File: src/rtl/spi_adc_multi_read.sv
// Multi-channel serial ADC reader: one shared csn/sclk, one data line per ADC,
// delivers all channels of a conversion together with a frame sequence number.
module spi_adc_multi_read #(
  parameter int NCH   = 2,
  parameter int DW    = 12,
  parameter int LEAD  = 2,
  parameter int TRAIL = 2,
  parameter int HALF  = 1,
  parameter int QUIET = 3
) (
  input  logic                clk,
  input  logic                rst,
  input  logic                en,
  output logic                adc_csn,
  output logic                adc_sclk,
  input  logic [NCH-1:0]      adc_sdata,
  output logic                out_valid,
  output logic [NCH*DW-1:0]   out_data,
  output logic [7:0]          out_seq
);

  localparam int FB   = LEAD + DW + TRAIL;
  localparam int BW   = $clog2(FB + 1);
  localparam int PMAX = (HALF > QUIET) ? HALF : QUIET;
  localparam int CW   = $clog2(PMAX + 1);

  localparam logic [CW-1:0] HALF_END  = CW'(HALF - 1);
  localparam logic [CW-1:0] QUIET_END = CW'(QUIET - 1);
  localparam logic [BW-1:0] BIT_LAST  = BW'(FB - 1);
  localparam logic [BW-1:0] KEEP_LO   = BW'(LEAD);
  localparam logic [BW-1:0] KEEP_HI   = BW'(LEAD + DW);

  localparam logic [2:0] S_IDLE  = 3'd0;
  localparam logic [2:0] S_SETUP = 3'd1;
  localparam logic [2:0] S_LOW   = 3'd2;
  localparam logic [2:0] S_HIGH  = 3'd3;
  localparam logic [2:0] S_QUIET = 3'd4;

  logic [2:0]        r_state;
  logic [CW-1:0]     r_cnt;
  logic [BW-1:0]     r_bit;
  logic [DW-1:0]     r_shift [NCH];
  logic              r_csn;
  logic              r_sclk;
  logic              r_valid;
  logic [NCH*DW-1:0] r_data;
  logic [7:0]        r_seq;
  logic [7:0]        r_frame;

  logic [2:0]        w_state_nxt;
  logic              w_phase_end;
  logic              w_sample;
  logic              w_keep;
  logic              w_deliver;
  logic              w_active_nxt;
  logic [NCH*DW-1:0] w_flat;

  assign w_phase_end = (r_state == S_QUIET) ? (r_cnt == QUIET_END) : (r_cnt == HALF_END);

  // The sampling edge is the one that ends LOW, i.e. the edge raising sclk.
  assign w_sample  = (r_state == S_LOW) && w_phase_end;
  assign w_keep    = w_sample && (r_bit >= KEEP_LO) && (r_bit < KEEP_HI);
  assign w_deliver = (r_state == S_HIGH) && w_phase_end && (r_bit == BIT_LAST);

  always_comb begin
    w_state_nxt = r_state;
    case (r_state)
      S_IDLE:  if (en) w_state_nxt = S_SETUP;
      S_SETUP: if (w_phase_end) w_state_nxt = S_LOW;
      S_LOW:   if (w_phase_end) w_state_nxt = S_HIGH;
      S_HIGH:  if (w_phase_end) w_state_nxt = (r_bit == BIT_LAST) ? S_QUIET : S_LOW;
      S_QUIET: if (w_phase_end) w_state_nxt = en ? S_SETUP : S_IDLE;
      default: w_state_nxt = S_IDLE;
    endcase
  end

  assign w_active_nxt = (w_state_nxt == S_SETUP) || (w_state_nxt == S_LOW) ||
                        (w_state_nxt == S_HIGH);

  always_comb begin
    w_flat = '0;
    for (int i = 0; i < NCH; i++) begin
      w_flat[i*DW +: DW] = r_shift[i];
    end
  end

  // Pins are registered from the next state so csn/sclk are glitch-free and
  // always line up with the state they belong to.
  always_ff @(posedge clk) begin
    if (rst) begin
      r_state <= S_IDLE;
      r_cnt   <= '0;
      r_bit   <= '0;
      r_csn   <= 1'b1;
      r_sclk  <= 1'b1;
      r_valid <= 1'b0;
      r_data  <= '0;
      r_seq   <= '0;
      r_frame <= '0;
    end else begin
      r_state <= w_state_nxt;
      if ((w_state_nxt != r_state) || (r_state == S_IDLE)) begin
        r_cnt <= '0;
      end else begin
        r_cnt <= r_cnt + CW'(1);
      end
      if (w_deliver) begin
        r_bit <= '0;
      end else if ((r_state == S_HIGH) && w_phase_end) begin
        r_bit <= r_bit + BW'(1);
      end
      r_csn   <= ~w_active_nxt;
      r_sclk  <= (w_state_nxt != S_LOW);
      r_valid <= w_deliver;
      if (w_deliver) begin
        r_data  <= w_flat;
        r_seq   <= r_frame;
        r_frame <= r_frame + 8'd1;
      end
    end
  end

  // Every kept position is rewritten each frame, so an aborted frame's
  // partial bits never reach out_data and this register needs no reset.
  always_ff @(posedge clk) begin
    if (w_keep) begin
      for (int i = 0; i < NCH; i++) begin
        r_shift[i] <= (r_shift[i] << 1) | DW'(adc_sdata[i]);
      end
    end
  end

  assign adc_csn   = r_csn;
  assign adc_sclk  = r_sclk;
  assign out_valid = r_valid;
  assign out_data  = r_data;
  assign out_seq   = r_seq;

endmodule

File: config.mk
export PLATFORM = sky130hd
export DESIGN_NAME = spi_adc_multi_read
export DESIGN_NICKNAME = d
export VERILOG_FILES = /design/src/rtl/spi_adc_multi_read.sv
export SDC_FILE = /design/constraint.sdc
export NUM_CORES = 1
export LEC_CHECK = 0
export ABC_AREA = 1
export BUFFER_PORTS_ARGS = -buffer_cell sky130_fd_sc_hd__buf_2
export CORE_MARGIN = 5
export CORE_UTILIZATION = 45
export CTS_CLUSTER_DIAMETER = 150
export DETAILED_ROUTE_END_ITERATION = 16
export PLACE_DENSITY = 0.65
export SYNTH_ARGS = -nofsm -noshare
export SYNTH_HDL_FRONTEND = slang
export SYNTH_SLANG_ARGS = --single-unit
File: constraint.sdc
create_clock -name clk -period 3.86 [get_ports clk]
set_input_delay 0.579 -clock clk [delete_from_list [all_inputs] [get_ports clk]]
set_output_delay 0.579 -clock clk [all_outputs]
set_load 0.01 [all_outputs]
==> summary.md <==
| Metric | Value |
|---|---|
| Global-route wire length before repair | `9591 um` |
| Max-cap violations | `0` |
| Nets | `367` |
| Antenna violations before repair | `0` |
| Hold WC Path Type | `input port to register` |
| Starting DRT DRC Count | `102` |
| CORE AREA | `6386 um2` |
| CP arrival | `2.64 ns` |
| Die Area | `8341 um2` |
| Clk slew on worst S/H paths | `0.09 ns` |
| Port Buf Inserts | `39` |
| CTS tree | `done` |
| Synth Instances | `312` |
| Clk_skew | `0.01179 ns` |
| Mapped Area | `2977 um2` |
| Final setup vio count | `0` |
| Top Ports | `40` |
| Met2 usage | `0.2007` |
| CP required | `4.13 ns` |
| Final setup TNS | `0 ns` |
| Final Hold Viols | `0` |
| H-tree Lvls | `3` |
| Clk_lat worst skew | `0.35 ns` |
| Post-CTS setup buffer count | `0` |
| Crit-path max FO | `40` |
| PD cells | `467.4 nW/um2` |
| Critical path capture point type | `register` |
| Num CTS Buffers | `9` |
| DP HPWL | `3770 um` |
| Achievable Freq | `421.3 MHz` |
| VDD IR max | `405.3 uV` |
| CTS max path bufs | `2` |
| Fillers | `600` |
| DR vias/cell | `4.899` |
| CTS Hold Bufs | `0` |
| P&R area growth vs syn | `15.34%` |
| Pwr Total | `1.605 mW` |
| GR Layer Usage met1 | `0.1956` |
| Placement Cell Area | `3212 um2` |
| GRT overflow | `0` |
| Max-slew violations | `0` |
| Syn_nets | `325` |
| Synth warnings | `0` |
| Top FF cell, synth | `dfxtp_1` |
| Detailed-router iteration count before antenna repair | `5` |
| DRT antenna net count | `0` |
| Synth cell types | `31` |
| N_diodes | `0` |
| Post_cts resized | `0` |
| Met3 usage | `0.05868` |
| Number of global-route vias before repair | `2022` |
| Worst Tran Pin Value | `0.5465 ns` |
| Die Wd | `91.33 um` |
| FP Rows | `29` |
| Sink Count | `77` |
| DRT Wirelength | `5573 um` |
| Global route hottest layer | `met2` |
| Vias | `2136` |
| Syn avg cell area | `9.540 um2` |
| Design area | `3433 um2` |
| Initial Utilization | `0.4661` |
| Finished Core Util | `0.5376` |
| Register area share after synthesis | `0.5986` |
| Root Driver | `clkbuf_8` |
| Relative slew slack | `0.6353` |
| Flops & latches, synth | `77` |
| Largest net degree at the start of global routing | `41` |
| RSZ-0062 raised after global routing | `no` |
| Die Span Y | `91.33 um` |
| Crit Path Class | `register to register` |
| Ratio of cells with drive above 1 in the final layout | `0.1950` |
| DR DRC count | `0` |
| Status | `completed` |
| Final Cycle Share | `0.6149` |
| Min Tclk post-route | `2.373 ns` |
| Async S/R FF share, synth | `0` |
| GP Congestion | `0.8139` |
| Startpoint type of the worst setup path | `register` |
| Leak | `1.490 nW` |
| DR WL/cell | `12.78 um` |
| Number of flops mapped to enable cells by yosys | `24` |
| Gr usage total | `0.1432` |
## cells in the mapped netlist (all sizes together), types with 3 or more instances
cell type / count / area share
a21oi: 6 / 0.010
buf: 8 / 0.024
dfxtp: 53 / 0.36
edfxtp: 24 / 0.24
ha: 8 / 0.034
inv: 29 / 0.037
nand2: 88 / 0.12
nand3: 42 / 0.075
nand4: 3 / 0.0063
nor2: 16 / 0.029
nor3: 6 / 0.010
o21ai: 15 / 0.026
xor2: 3 / 0.0088
## cell type report
type | count | area (um2) | share of cell area
repair buffers | 41 | 210.2 | 0.06122
well taps | 77 | 96.34 | 0.02806
multi-input cells | 196 | 1015 | 0.2956
flip-flops and latches | 77 | 1782 | 0.5190
clock inverters | 6 | 93.84 | 0.02733
inverters | 29 | 108.9 | 0.03171
clock buffers | 10 | 127.6 | 0.03717
## power by group
group          switching, mW  internal, mW  leakage (nW)
logic                 0.0565        0.0290         0.739
clock network          0.298         0.370         0.107
registers             0.0103         0.841         0.643
## final timing paths
kind                start             to  slack, ns  cells after the start
max              r_bit[1]     out_seq[2]       1.49                      8
min          adc_sdata[0]  r_shift[0][0]       0.40                      1
max reg2reg      r_bit[1]     out_seq[2]       1.49                      8
min reg2reg      r_cnt[0]       r_cnt[0]       0.41                      1
## logic make-up (layout without fill, tap and decap cells)
group | after synthesis | in the layout | synth area share
buf+inv | 39 | 86 | 0.06263
xor+xnor | 3 | 3 | 0.008829
simple gates | 162 | 162 | 0.2547
compound gates | 23 | 23 | 0.04161
flops | 77 | 77 | 0.5986
fa+ha+maj | 8 | 8 | 0.03363
## metal layers
metal,part of all wire,vias up
met2,0.44,48
li1,-,1108
met5,0,-
met4,0.014,0
met3,0.062,9
met1,0.49,971
## critical path, stage by stage (launching register included)
cell and delay [ns]:
dfxtp_1 0.42, ha_1 0.17, inv_1 0.05, nor3_1 0.14, ha_1 0.26, nand3_4 0.44, nor2_8 0.50, inv_2 0.14
o21ai_0 0.18
## per-stage QoR
step	hold slack, ns	std cells	setup WS, ns
after global routing	0.3826	436	1.209
after CTS	0.3829	436	1.456
after detailed placement	0.4064	420	1.477
after global placement	0.4017	420	1.572
final	0.4016	436	1.487
after floorplan	0.3920	312	0.2236
## placed cells by master (no fill, tap or decap), types with 2 or more instances in the layout
| cell type | instances |
|---|---|
| nand2_1 | 85 |
| dfxtp_1 | 53 |
| nand3_1 | 41 |
| buf_2 | 39 |
| inv_1 | 28 |
| edfxtp_1 | 24 |
| nor2_1 | 13 |
| o21ai_0 | 13 |
| clkbuf_8 | 9 |
| ha_1 | 8 |
| nor3_1 | 6 |
| a21oi_1 | 6 |
| nand4_1 | 3 |
| xor2_1 | 3 |
| nand2_2 | 2 |
| nor3b_2 | 2 |
| or2_2 | 2 |
| inv_6 | 2 |
| bufinv_16 | 2 |
| buf_4 | 2 |
## state kept, by name (all words and copies together), names as in the netlist
name	cells
out_data	24
r_shift	24
out_seq	8
r_frame	8
r_bit	5
r_state	3
r_cnt	2
adc_csn	1
adc_sclk	1
out_valid	1
No activity file was read; power rests on OpenSTA's default activity.
